==> config.mk <==
export PLATFORM = sky130hd
export DESIGN_NAME = stack_unwinder
export DESIGN_NICKNAME = d
export VERILOG_FILES = /design/src/rtl/stack_unwinder.sv
export SDC_FILE = /design/constraint.sdc
export NUM_CORES = 1
export LEC_CHECK = 0
export BUFFER_PORTS_ARGS = -buffer_cell sky130_fd_sc_hd__buf_4
export CORE_MARGIN = 5
export CORE_UTILIZATION = 52
export DETAILED_ROUTE_END_ITERATION = 16
export GPL_ROUTABILITY_DRIVEN = 0
export PLACE_DENSITY = 0.83
export RECOVER_POWER = 100
export SYNTH_ARGS = -nofsm -noshare
export SYNTH_HDL_FRONTEND = slang
export SYNTH_SLANG_ARGS = --single-unit
==> constraint.sdc <==
create_clock -name clk -period 3.75 [get_ports clk]
set_input_delay 0.9375 -clock clk [delete_from_list [all_inputs] [get_ports clk]]
set_output_delay 0.9375 -clock clk [all_outputs]
set_load 0.02 [all_outputs]
==> src/rtl/stack_unwinder.sv <==
// Unwinds a downstream operand stack to a frame base, re-pushing up to three
// top-of-stack results so they end up at base..base+arity-1 in original order.
module stack_unwinder #(
    parameter int unsigned WIDTH = 8,
    parameter int unsigned DEPTH = 7
) (
    input  logic               clk,
    input  logic               reset,
    input  logic               start,
    input  logic [DEPTH:0]     base,
    input  logic [1:0]         arity,
    output logic               busy,
    output logic               done,
    output logic               error,
    output logic [2:0]         stk_op,
    output logic [WIDTH-1:0]   stk_data,
    output logic [DEPTH:0]     stk_new_index,
    input  logic [DEPTH:0]     stk_index,
    input  logic [WIDTH-1:0]   stk_out,
    input  logic [WIDTH-1:0]   stk_out1,
    input  logic [WIDTH-1:0]   stk_out2,
    input  logic [2:0]         stk_status
);

    localparam int unsigned CW = DEPTH + 2;

    localparam logic [2:0] OP_NONE                 = 3'd0;
    localparam logic [2:0] OP_PUSH                 = 3'd1;
    localparam logic [2:0] OP_INDEX_RESET          = 3'd4;
    localparam logic [2:0] OP_INDEX_RESET_AND_PUSH = 3'd5;

    localparam logic [2:0] STATUS_BAD_INDEX        = 3'd2;
    localparam logic [2:0] STATUS_OVERFLOW         = 3'd3;

    typedef enum logic [2:0] {
        S_IDLE,
        S_SAMPLE,
        S_CAPTURE,
        S_RESET,
        S_PUSH,
        S_CHECK
    } state_t;

    state_t             r_state;
    state_t             w_state_nxt;

    logic [DEPTH:0]     r_base;
    logic [1:0]         r_arity;
    logic [WIDTH-1:0]   r_res0;
    logic [WIDTH-1:0]   r_res1;
    logic [WIDTH-1:0]   r_res2;
    logic [1:0]         r_left;
    logic [1:0]         w_left_nxt;
    logic               r_fail;
    logic               w_fail_nxt;

    logic               r_busy;
    logic               r_done;
    logic               r_error;
    logic               w_error_nxt;
    logic [2:0]         r_stk_op;
    logic [2:0]         w_op_nxt;
    logic [WIDTH-1:0]   r_stk_data;
    logic [WIDTH-1:0]   w_data_nxt;
    logic [DEPTH:0]     r_stk_new_index;
    logic [DEPTH:0]     w_nidx_nxt;

    logic [CW-1:0]      w_need;
    logic               w_short;
    logic               w_status_bad;
    logic               w_check_err;

    // Stack must hold at least base+arity entries for the unwind to be legal.
    assign w_need       = CW'(r_base) + CW'(r_arity);
    assign w_short      = CW'(stk_index) < w_need;
    assign w_status_bad = (stk_status == STATUS_BAD_INDEX) || (stk_status == STATUS_OVERFLOW);
    // Status reflects the last issued op only in CHECK; a short stack never touched it.
    assign w_check_err  = (r_state == S_CHECK) && !r_fail && w_status_bad;

    assign busy          = r_busy;
    assign done          = r_done;
    assign error         = r_error | w_check_err;
    assign stk_op        = r_stk_op;
    assign stk_data      = r_stk_data;
    assign stk_new_index = r_stk_new_index;

    always_comb begin
        w_state_nxt = r_state;
        w_left_nxt  = r_left;
        w_fail_nxt  = r_fail;
        w_error_nxt = r_error;
        w_op_nxt    = OP_NONE;
        w_data_nxt  = '0;
        w_nidx_nxt  = '0;
        case (r_state)
            S_IDLE: begin
                if (start) begin
                    w_state_nxt = S_SAMPLE;
                    w_fail_nxt  = 1'b0;
                    w_error_nxt = 1'b0;
                end
            end
            S_SAMPLE: begin
                w_state_nxt = S_CAPTURE;
            end
            S_CAPTURE: begin
                if (w_short) begin
                    w_state_nxt = S_CHECK;
                    w_fail_nxt  = 1'b1;
                    w_error_nxt = 1'b1;
                end else begin
                    w_state_nxt = S_RESET;
                    w_nidx_nxt  = r_base;
                    w_left_nxt  = (r_arity == 2'd0) ? 2'd0 : r_arity - 2'd1;
                    // Deepest preserved result goes out with the index reset.
                    case (r_arity)
                        2'd0: w_op_nxt = OP_INDEX_RESET;
                        2'd1: begin
                            w_op_nxt   = OP_INDEX_RESET_AND_PUSH;
                            w_data_nxt = stk_out;
                        end
                        2'd2: begin
                            w_op_nxt   = OP_INDEX_RESET_AND_PUSH;
                            w_data_nxt = stk_out1;
                        end
                        default: begin
                            w_op_nxt   = OP_INDEX_RESET_AND_PUSH;
                            w_data_nxt = stk_out2;
                        end
                    endcase
                end
            end
            S_RESET, S_PUSH: begin
                if (r_left != 2'd0) begin
                    w_state_nxt = S_PUSH;
                    w_op_nxt    = OP_PUSH;
                    w_data_nxt  = (r_left == 2'd2) ? r_res1 : r_res0;
                    w_left_nxt  = r_left - 2'd1;
                end else begin
                    w_state_nxt = S_CHECK;
                end
            end
            S_CHECK: begin
                w_state_nxt = S_IDLE;
                w_error_nxt = r_error | w_check_err;
            end
            default: begin
                w_state_nxt = S_IDLE;
            end
        endcase
    end

    always_ff @(posedge clk or posedge reset) begin
        if (reset) begin
            r_state         <= S_IDLE;
            r_base          <= '0;
            r_arity         <= '0;
            r_res0          <= '0;
            r_res1          <= '0;
            r_res2          <= '0;
            r_left          <= '0;
            r_fail          <= 1'b0;
            r_busy          <= 1'b0;
            r_done          <= 1'b0;
            r_error         <= 1'b0;
            r_stk_op        <= OP_NONE;
            r_stk_data      <= '0;
            r_stk_new_index <= '0;
        end else begin
            r_state         <= w_state_nxt;
            r_left          <= w_left_nxt;
            r_fail          <= w_fail_nxt;
            r_busy          <= (w_state_nxt != S_IDLE);
            r_done          <= (w_state_nxt == S_CHECK);
            r_error         <= w_error_nxt;
            r_stk_op        <= w_op_nxt;
            r_stk_data      <= w_data_nxt;
            r_stk_new_index <= w_nidx_nxt;
            if ((r_state == S_IDLE) && start) begin
                r_base  <= base;
                r_arity <= arity;
            end
            if (r_state == S_CAPTURE) begin
                r_res0 <= stk_out;
                r_res1 <= stk_out1;
                r_res2 <= stk_out2;
            end
        end
    end

endmodule
; ---- Yosys cells after proc, flatten, opt, wreduce, memory -nomap -nowiden
; Cells that the tools add are included.
; Widths: inputs -> output; s select.
[word_totals]
regBits = 54
in_bits = 48
out_inout_bits = 22
elab_cells = 72
[op_classes]
addsub = 3
magnitude_cmp = 1
eq_ne = 15
mux = 23
n_bitwise = 1
n_reduce_logical = 16
[ops]
columns = operator, count
row1 = $mux 8, 5
row2 = $pmux 8 s3, 1
row3 = $pmux 8 s2, 1
row4 = $eq 3x2->1 const B, 4
row5 = $pmux 3 s4, 1
row6 = $add 8x2->9, 1
row7 = $eq 3x3->1 const B, 3
row8 = $lt 8x9->1, 1
row9 = $mux 3, 3
row10 = $reduce_and 3->1, 3
row11 = $ne 2x2->1 const B, 4
row12 = $mux 2, 3
row13 = $pmux 3 s2, 1
row14 = $reduce_bool 2->1, 3
row15 = $reduce_bool 3->1, 2
row16 = $mux 1, 5
row17 = $eq 2x2->1 const B, 2
row18 = $pmux 2 s2, 1
row19 = $sub 2x1->2 const B, 2
row20 = $eq 3x1->1 const B, 1
row21 = $logic_and 1x1->1, 3
row22 = $logic_not 3->1, 1
row23 = $pmux 1 s3, 1
row24 = $eq 2x1->1 const B, 1
row25 = other kinds (6), 6

; ---- Longest topological paths before layout
; Gate-level depths: netlist of run 1.
[depth]
word_depth = 5
depth_mapped = 13
depth_no_buf = 13

; ---- Worst setup path after synthesis of run 1
; Ideal clock, no wire load.
[synth_path]
path_type = reg2reg
startpoint = register r_arity[1]
endpoint = register r_stk_data[0] (netlist: stk_data[0])
setup_time_ns = 0.138
arrival_ns = 2.783
t_required_ns = 3.612
slack_ns = 0.830
stages_incl_launch_ff = 14
path_buffers = 2
synth_period_minus_slack_ns = 2.920
path_cell_list = dfrtp_1 inv_1 clkbuf_1 fa_1 nor2b_1 nand4_1 xor2_1 ha_1 and3_1 a221oi_1 o32a_2 nand2b_4 buf_6 o22ai_1
[synth_between]
elab_chain_cells = 4
elab_cells_between_ends = 8
cone_classes = 1 x add/sub / 1 x order compare / 2 x eq/ne / 3 x mux / 1 x reduce/logical
[synth_rtl]
columns = element, line_no
row1 = "start, declared", 48  ; logic [1:0] r_arity;
row2 = "start signal, assigned", 181  ; r_arity <= arity;
row3 = $add 8x2->9 (tied with other cells), 74  ; assign w_need = CW'(r_base) + CW'(r_arity);
row4 = $lt 8x9->1 or $pmux 8 s3 (tied branches), "75, 116"
row5 = $mux 8 *, 107  ; if (w_short) begin
row6 = $pmux 8 s2 *, 95  ; case (r_state)
row7 = net w_data_nxt[0], 64  ; logic [WIDTH-1:0] w_data_nxt;
row8 = "end signal, assigned", 177  ; r_stk_data <= w_data_nxt;
row9 = "end, declared", 63  ; logic [WIDTH-1:0] r_stk_data;
; The timed path passes the listed nets; every way through them passes the cells marked *.
; A chain may end at the register's enable or synchronous reset.

; ---- Final worst setup path of run 1
[layout_path]
startpoint = register r_arity[1]
endpoint = register r_stk_new_index[2] (netlist: stk_new_index[2])
[layout_between]
elab_chain_cells = 4
[layout_rtl]
columns = element, line_no
row1 = $add 8x2->9, 74
row2 = $lt 8x9->1, 75  ; assign w_short = CW'(stk_index) < w_need;
row3 = $mux 8, 107
row4 = $mux 8, 95
row5 = net w_nidx_nxt[2], 66  ; logic [DEPTH:0] w_nidx_nxt;
row6 = "end signal, assigned", 178  ; r_stk_new_index <= w_nidx_nxt;
row7 = "end, declared", 65  ; logic [DEPTH:0] r_stk_new_index;
; The timed path passes the listed nets, and every way through them passes these cells.

==> results_dict.tcl, run 1 <==
set metrics [dict create \
    postCtsSetupRepairBufs 0 \
    cp.arrival_ns 3.54 \
    port_buffers 67 \
    cts_buffer_depth 2 \
    rr_endpoint "stk_new_index[2]$_DFF_PP0_" \
    worst_pin_slew_ns 1.95 \
    power_leakage_uw 0.00150 \
    fmax_ghz 0.298 \
    setup.worst_path.start "r_arity[1]$_DFFE_PP0P_" \
    synth-seq-area-share_pct 50.0 \
    worstReg2RegStart "r_arity[1]$_DFFE_PP0P_" \
    clock_latency_ns 0.30 \
    slew_headroom_pct -30.1 \
    critical_path_class "reg -> reg" \
    finalWirelength_um 5440 \
    track_usage_pct 17.5 \
    hold_class "reg -> reg" \
    num_io_pins 70 \
    drtPass1Iterations 4 \
    rsz0062_at_grt "no" \
    num_vias 1920 \
    post_cts_resized 0 \
    die_h_um 81.4 \
    cts_root_buf "clkbuf_8" \
    syn_area_mm2 0.00265 \
    fin_crit_ns 3.35 \
    finalClockSkew_ns 0.00456 \
    period_share_pct 89.3 \
    clk_pin_slew_ns 0.09 \
    multiInputGateArea_mm2 0.00120 \
    drive_gt1_share_pct 27.7 \
    drc 0 \
    num_antenna_cells 0 \
    vdd_drop_max_mv 0.398 \
    cts_buffers 5 \
    ff2ff_path_depth 12 \
    power.density_cell_area_mw_per_mm2 802 \
    cts_tree "built" \
    num-fill-cells 428 \
    min_to "r_res1[3]$_DFFE_PP0P_" \
    gr-total-overflow 0 \
    die_area_mm2 0.00662 \
    grt_pass1_wl_um 8780 \
    status "complete, but fails checks" \
    fp.dieW_um 81.4 \
    yosys_warnings 0 \
    first_global_vias 1911 \
    violations "capacitance limit, slew limit" \
    maxSlewViolCount 68 \
    wl_per_cell_um 14.9 \
    drtAntennaViolNets 0 \
    post-route-util_pct 63.4 \
    dpl.hpwl_um 4020 \
    fin_ws_ns 0.400 \
    fin_setup_tns_ns 0 \
    crit_fanout 14 \
    fp.coreArea_mm2 0.00504 \
    initial_utilization_pct 52.6 \
    r2r_setup_slack_ns 0.40 \
    critPathLaunchType "flip-flop" \
    synth_edf_count 0 \
    antenna_found_initial 0 \
    cp.required_ns 3.94 \
    cts_sinks 53 \
    rows 26 \
    cap_violations 2 \
    hold_depth 1 \
    crit_path_end_kind "flip-flop" \
    finalSetupViolCount 0 \
    holdCritStartpoint "r_res1[3]$_DFFE_PP0P_" \
    grt_max_degree 54 \
    regArea_mm2 0.00133 \
    ctsHtreeMaxLevel 2 \
    first_iter_violations 115 \
    cts-hold-fix-buffers 0 \
    power_uw 2560 \
    synth_area_per_cell_um2 11.4 \
    synth_cell_types 45 \
    place_ws_ns 0.503 \
    synth_top_flop_cell "dfrtp_1" \
    ys_ff_latch 53 \
    nNetsFinal 355 \
    hold_violations 0 \
    area_delta_synth_final_pct 20.6 \
    synthCells 232 \
    vias_per_cell 5.25 \
    synth_nets 292 \
    hold_slack_ns 0.513 \
    synthArstFlopShare_pct 100 \
]
-- per-layer routing --
metal	wire, µm	global-route usage (%)	vias to the layer above
met2	2660	29.3	52
met4	102	6.25	0
met3	319	4.77	9
met1	2350	21.7	929
li1	-	-	930
met5	0	0	-
-- registers in the layout, indices dropped and copies added, names as in the netlist --
register / cells
r_fail: 1
stk_data: 8
done: 1
busy: 1
r_error: 1
r_left: 2
r_arity: 2
stk_new_index: 8
r_state: 3
stk_op: 2
r_res0: 8
r_base: 8
r_res1: 8
-- synth_stat cells, types with 2 or more instances --
| cell | count | area [µm²] |
|---|---|---|
| dfrtp_1 | 53 | 1330 |
| xnor2_1 | 2 | 17.5 |
| clkbuf_1 | 2 | 7.51 |
| a21o_1 | 3 | 22.5 |
| nand2_1 | 12 | 45.0 |
| o21ai_0 | 8 | 40.0 |
| nor2b_1 | 2 | 12.5 |
| mux2i_1 | 17 | 170 |
| nor2_1 | 19 | 71.3 |
| o22ai_1 | 10 | 62.6 |
| nand2b_1 | 3 | 18.8 |
| ha_1 | 11 | 138 |
| xor2_1 | 4 | 35.0 |
| buf_2 | 4 | 20.0 |
| inv_1 | 8 | 30.0 |
| a21oi_1 | 12 | 60.1 |
| mux2_2 | 24 | 270 |
| nand3_1 | 3 | 15.0 |
| buf_1 | 2 | 7.51 |
| and2_1 | 8 | 50.1 |
-- worst max path at each step --
stage | slack (ns) | endpoint
3_3_place_gp | 0.55 | stk_new_index[7]$_DFF_PP0_
2_1_floorplan | 0.83 | stk_data[0]$_DFF_PP0_
4_1_cts | 0.47 | stk_new_index[6]$_DFF_PP0_
6_report | 0.40 | stk_new_index[2]$_DFF_PP0_
5_1_grt | 0.13 | stk_new_index[6]$_DFF_PP0_
3_5_place_dp | 0.50 | stk_new_index[2]$_DFF_PP0_
-- through the flow --
stage | instance area (µm²) | cells
3_5_place_dp | 3180 | 358
2_1_floorplan | 2650 | 232
3_3_place_gp | 3180 | 358
5_1_grt | 3200 | 366
6_report | 3200 | 366
4_1_cts | 3290 | 366
-- cell families after synthesis --
kind of cell	Yosys count	synth area share (%)
AND/OR/NAND/NOR	57	11.6
flip-flops	53	50.0
AO/OA/AOI/OAI	41	9.63
multiplexers	41	16.6
buffers and inverters	21	4.01
adder cells (fa/ha/maj)	12	5.95
XOR/XNOR	6	1.98
other	1	0.142
-- layout by cell type (no fill, tap or decap), types with 10 or more instances in the layout --
cell / instances
nor2_1: 19
dfrtp_1: 53
nand2_1: 12
mux2i_1: 17
mux2_2: 24
o22ai_1: 10
a21oi_1: 12
ha_1: 11
buf_4: 45
clkbuf_1: 23
-- worst max-delay path, stage by stage (launching register included) --
cell	delay (ns)
dfrtp_1	0.42
inv_1	0.22
fa_1	0.52
nor2b_1	0.17
nand4_1	0.13
xor2_1	0.17
ha_1	0.29
and3_1	0.18
a221oi_1	0.29
o32a_2	0.27
nand2b_4	0.24
inv_1	0.16
and2_0	0.19
-- layout make-up --
type / instances / area share, %
Tap cell: 70 / 2.74
Sequential cell: 53 / 41.5
Timing Repair Buffer: 68 / 13.4
Multi-Input combinational cell: 158 / 37.7
Clock inverter: 1 / 0.939
Clock buffer: 7 / 2.70
Inverter: 9 / 1.06
-- power breakdown --
group	total (µW)	internal [µW]	switching (µW)
Sequential	1000	815	187
Combinational	1170	551	614
Clock	395	218	177
Power figures use the tool's default switching activity.
==> inputs of run 2 (changes only) <==
- ABC_AREA: default -> 1
- CAP_MARGIN: default -> 25
- PLACE_DENSITY: 0.83 -> 0.89
==> results_dict.tcl, run 2 <==
set metrics [dict create \
    status "complete, but fails checks" \
    violations "capacitance limit, slew limit" \
    drc 0 \
    cts_tree "built" \
    path_common_cell "nand2_1" \
    num_io_pins 70 \
    cap_violations 1 \
    crit_path_end_kind "flip-flop" \
    placed_area_mm2 0.00324 \
    finalClockSkew_ns 0.00925 \
    worst_pin_slew_ns 1.97 \
    wl_per_cell_um 14.1 \
    ys_ff_latch 53 \
    yosys_warnings 0 \
    cts_buffer_depth 2 \
    instances_no_fill 440 \
    nNetsFinal 429 \
    setup.worst_path.start "r_arity[0]$_DFFE_PP0P_" \
    grt_max_degree 39 \
    cts-hold-fix-buffers 0 \
    synth.largest_area_cell "dfrtp_1" \
    synth_area_per_cell_um2 8.86 \
    clk_pin_slew_ns 0.10 \
    hold_violations 0 \
    postCtsSetupRepairBufs 0 \
    critical_path_class "reg -> reg" \
    port_buffers 67 \
    num_antenna_cells 0 \
    drtAntennaViolNets 0 \
    area_delta_synth_final_pct 20.3 \
    synth_edf_count 0 \
    crit_path_cell_trace "ha_1 > inv_1 > fa_1 > nor2_1 > nand3_1 > xor2_1 > ha_1 > nand2_1 > nand2_1 > nand2_1 > nand2_1 > nand2_1 > nand2_1 > nand2_1 > clkbuf_1 > o22ai_2" \
    post_cts_resized 0 \
    grt_pass1_wl_um 9970 \
    cp.required_ns 3.92 \
    synth_top_flop_cell "dfrtp_1" \
    place_ws_ns 0.618 \
    dpl.hpwl_um 4530 \
    synth_nets 361 \
    worstReg2RegStart "r_arity[0]$_DFFE_PP0P_" \
    rows 26 \
    fin_crit_ns 3.30 \
    num_vias 2293 \
    fp.coreArea_mm2 0.00504 \
    vdd_drop_max_mv 0.404 \
    synth_top_cell_area_share_pct 49.7 \
    syn_area_mm2 0.00267 \
    power_leakage_uw 0.00167 \
    maxSlewViolCount 39 \
    crit_fanout 13 \
    gr-total-overflow 0 \
    initial_utilization_pct 52.9 \
    first_iter_violations 163 \
    fin_area_mm2 0.00321 \
    synthArstFlopShare_pct 100 \
    cts_root_buf "clkbuf_8" \
    slowest_stage "dfrtp_1" \
    ctsHtreeMaxLevel 2 \
    synth_cell_types 28 \
    cpPeakStageDelay_ns 0.45 \
    fmax_ghz 0.303 \
    synthMostInstantiatedCell "nand2_1" \
    layout_common_cells "nand2_1, dfrtp_1, buf_4" \
    ys_top_cells_by_count "nand2_1, dfrtp_1, inv_1" \
    period_share_pct 87.9 \
    hold_class "reg -> reg" \
    holdCritStartpoint "r_left[0]$_DFFE_PP0P_" \
    rsz0062_at_grt "no" \
    placed_cells 432 \
    antenna_found_initial 0 \
    fin_ws_ns 0.452 \
    die_h_um 81.6 \
    vias_per_cell 5.21 \
    drtPass1Iterations 5 \
    finalSetupViolCount 0 \
    cts_buffers 5 \
    fp.dieW_um 81.6 \
    track_usage_pct 19.5 \
    final_common_cell "nand2_1" \
    slew_headroom_pct -31.7 \
    clock_latency_ns 0.31 \
    cts_sinks 53 \
    first_global_vias 2279 \
    yosys-top-cells-area "dfrtp_1, nand2_1, inv_1, o21ai_0, ha_1" \
    fin_setup_tns_ns 0 \
    critPathLaunchType "flip-flop" \
    die_area_mm2 0.00666 \
    synthCells 301 \
    cp.arrival_ns 3.47 \
    power.density_cell_area_mw_per_mm2 759 \
    finalWirelength_um 6200 \
    drive_gt1_share_pct 17.6 \
    synth-seq-area-share_pct 49.7 \
]
[run 2: changes by cell type after synthesis, moves of 3 or more]
cell,delta
mux2i_1,-9
nand2b_1,-3
o22ai_2,+8
inv_1,+34
mux2_2,-24
nand2_1,+57
o21ai_0,+23
nand3_1,+8
buf_2,-4
and2_1,-8
[run 2: worst paths after layout]
kind,slack (ns),endpoint,cells after the start
min in group asynchronous,0.69,r_res1[7]$_DFFE_PP0P_,2
max in group asynchronous,0.82,stk_new_index[1]$_DFF_PP0_,3
max,0.45,stk_data[7]$_DFF_PP0_,16
max reg2reg,0.45,stk_data[7]$_DFF_PP0_,16
min reg2reg,0.48,r_left[0]$_DFFE_PP0P_,2
min,0.48,r_left[0]$_DFFE_PP0P_,2
[run 2: cell families after synthesis]
group / synth area share (%)
adders and majority gates: 5.91
DFF: 49.7
other: 0.141
muxes: 3.00
buffers and inverters: 8.73
xor gates and xnor gates: 1.97
AOI/OAI and AO/OA: 14.3
and+or+nand+nor: 16.2
[run 2: final cells by class]
cell class / count / area [µm²]
well taps: 70 / 87.6
clock buffers: 6 / 82.6
repair buffers: 71 / 443
flip-flops and latches: 53 / 1330
fillers: 428 / 1830
inverters: 45 / 169
clock inverters: 2 / 13.8
multi-input cells: 193 / 1090
[run 2: per-layer routing]
| layer | vias to the layer above | GRT usage [%] | routed length [µm] |
|---|---|---|---|
| li1 | 1098 | - | - |
| met1 | 1104 | 23.0 | 2480 |
| met2 | 81 | 34.9 | 3280 |
| met3 | 10 | 4.82 | 321 |
| met4 | 0 | 6.31 | 117 |
| met5 | - | 0 | 0 |
[run 2: power breakdown]
group | switching (µW) | internal, µW
Sequential | 143 | 798
Combinational | 733 | 414
Clock | 196 | 150
[run 2: worst max-delay path, delay by kind of cell (launching register included)]
| kind | cells | cell delay, ns |
|---|---|---|
| AO/OA/AOI/OAI | 1 | 0.10 |
| adder cells (fa/ha/maj) | 3 | 0.89 |
| buffers and inverters | 2 | 0.36 |
| AND/OR/NAND/NOR | 9 | 1.17 |
| XOR/XNOR | 1 | 0.17 |
| flip-flops | 1 | 0.45 |
[run 2: per-stage QoR]
| step | hold WS, ns | utilization (%) | total power, µW |
|---|---|---|---|
| 2_1_floorplan | 0.442 | - | 1810 |
| 3_3_place_gp | 0.456 | 63.8 | 2080 |
| 3_5_place_dp | 0.460 | 64.2 | 2150 |
| 4_1_cts | 0.483 | 66.1 | 2500 |
| 5_1_grt | 0.519 | 63.6 | 2630 |
| 6_report | 0.483 | 63.6 | 2430 |
==> inputs of run 3 (changes only) <==
- PLACE_DENSITY: 0.89 -> 0.79
==> results_dict.tcl, run 3 (synthesized netlist as in run 2, its figures left out) <==
set metrics [dict create \
    initial_utilization_pct 52.9 \
    cap_violations 0 \
    multiInputGateArea_mm2 0.00109 \
    worstReg2RegStart "r_arity[0]$_DFFE_PP0P_" \
    cts_tree "built" \
    track_usage_pct 18.6 \
    finalClockSkew_ns 0.00761 \
    min_to "r_error$_DFFE_PP0P_" \
    cts_sinks 53 \
    fin_setup_tns_ns 0 \
    power.density_cell_area_mw_per_mm2 741 \
    crit_path_end_kind "flip-flop" \
    dpl.hpwl_um 4300 \
    crit_fanout 13 \
    num_io_pins 70 \
    finalSetupViolCount 0 \
    area_delta_synth_final_pct 19.6 \
    wl_per_cell_um 13.1 \
    slew_headroom_pct 13.4 \
    cts_root_buf "clkbuf_8" \
    fin_ws_ns 0.452 \
    place_ws_ns 0.580 \
    fp.dieW_um 81.6 \
    vdd_drop_max_mv 0.338 \
    antenna_found_initial 0 \
    cpPeakStageDelay_ns 0.43 \
    drc 0 \
    num_vias 2199 \
    hold_class "reg -> reg" \
    vias_per_cell 5.01 \
    die_area_mm2 0.00666 \
    ctsHtreeMaxLevel 2 \
    cts-hold-fix-buffers 0 \
    clk_pin_slew_ns 0.09 \
    worst_pin_slew_ns 1.30 \
    setup.worst_path.start "r_arity[0]$_DFFE_PP0P_" \
    period_share_pct 88.0 \
    path_common_cell "nand2_1" \
    first_iter_violations 117 \
    maxSlewViolCount 0 \
    critical_path_class "reg -> reg" \
    finalWirelength_um 5760 \
    first_global_vias 2137 \
    num-fill-cells 458 \
    hold_depth 2 \
    ff2ff_path_depth 16 \
    crit_buf_inv 2 \
    critPathTopFamily "simple AND/OR/NAND/NOR gates" \
    rsz0062_at_grt "no" \
    post_cts_resized 0 \
    hold_violations 0 \
    layout_common_cells "nand2_1, dfrtp_1, buf_4" \
    drive_gt1_share_pct 17.3 \
    grt_pass1_wl_um 9490 \
    slowest_stage "dfrtp_1" \
    fin_crit_ns 3.30 \
    rows 26 \
    gr-total-overflow 0 \
    cp.arrival_ns 3.45 \
    r2r_setup_slack_ns 0.45 \
    hold_slack_ns 0.493 \
    drtPass1Iterations 4 \
    num_antenna_cells 0 \
    fmax_ghz 0.303 \
    cp.required_ns 3.91 \
    postCtsSetupRepairBufs 0 \
    crit_path_cell_trace "ha_1 > inv_1 > fa_1 > nor2_1 > nand3_1 > xor2_1 > ha_1 > nand2_1 > nand2_1 > nand2_1 > nand2_1 > nand2_1 > nand2_1 > nand2_1 > clkbuf_2 > o22ai_1" \
    clock_latency_ns 0.30 \
    nNetsFinal 428 \
    regArea_mm2 0.00133 \
    port_buffers 67 \
    grt_max_degree 37 \
    drtAntennaViolNets 0 \
    final_common_cell "nand2_1" \
    status "completed" \
    fp.coreArea_mm2 0.00504 \
    power_leakage_uw 0.00166 \
    cts_buffer_depth 2 \
    cts_buffers 5 \
    critPathLaunchType "flip-flop" \
    power_uw 2360 \
    holdCritStartpoint "r_error$_DFFE_PP0P_" \
    rr_endpoint "stk_data[3]$_DFF_PP0_" \
    die_h_um 81.6 \
]
==> run 3: worst max path at each step <==
stage / endpoint / slack [ns] / cells past startpoint
2_1_floorplan: stk_op[0]$_DFF_PP0_ / 1.25 / 16
3_3_place_gp: stk_data[7]$_DFF_PP0_ / 0.70 / 16
3_5_place_dp: stk_data[3]$_DFF_PP0_ / 0.58 / 16
4_1_cts: stk_data[3]$_DFF_PP0_ / 0.56 / 16
5_1_grt: stk_data[3]$_DFF_PP0_ / 0.16 / 16
6_report: stk_data[3]$_DFF_PP0_ / 0.45 / 16
==> run 3: cell type report <==
type	count	share of cell area [%]
flip-flops and latches	53	41.6
multi-input cells	193	34.1
repair buffers	70	13.7
inverters	45	5.30
well taps	70	2.75
clock buffers	6	2.28
clock inverters	2	0.314
==> run 3: where the power goes <==
part / switching [µW] / internal, µW
logic: 706 / 412
registers: 133 / 798
clock network: 183 / 130
==> run 3: worst min-delay path: cells and delay by family (launching register included) <==
family           cells  cell delay (ns)
flip-flops           1             0.36
AND/OR/NAND/NOR      2             0.11
==> run 3: routing by layer <==
metal | part of all wire (%) | GRT usage [%] | routed length [µm] | vias up
li1 | - | - | - | 1095
met2 | 51 | 33.1 | 2960 | 57
met3 | 4.2 | 3.07 | 239 | 5
met5 | 0 | 0 | 0 | -
met1 | 43 | 23.6 | 2500 | 1042
met4 | 1.0 | 4.49 | 59 | 0
==> run 3: per-stage QoR <==
stage / instances / cell area [µm²] / utilization (%)
5_1_grt: 439 / 3190 / 63.2
4_1_cts: 439 / 3320 / 65.8
3_3_place_gp: 430 / 3210 / 63.6
2_1_floorplan: 301 / 2670 / -
3_5_place_dp: 431 / 3240 / 64.2
6_report: 439 / 3190 / 63.2
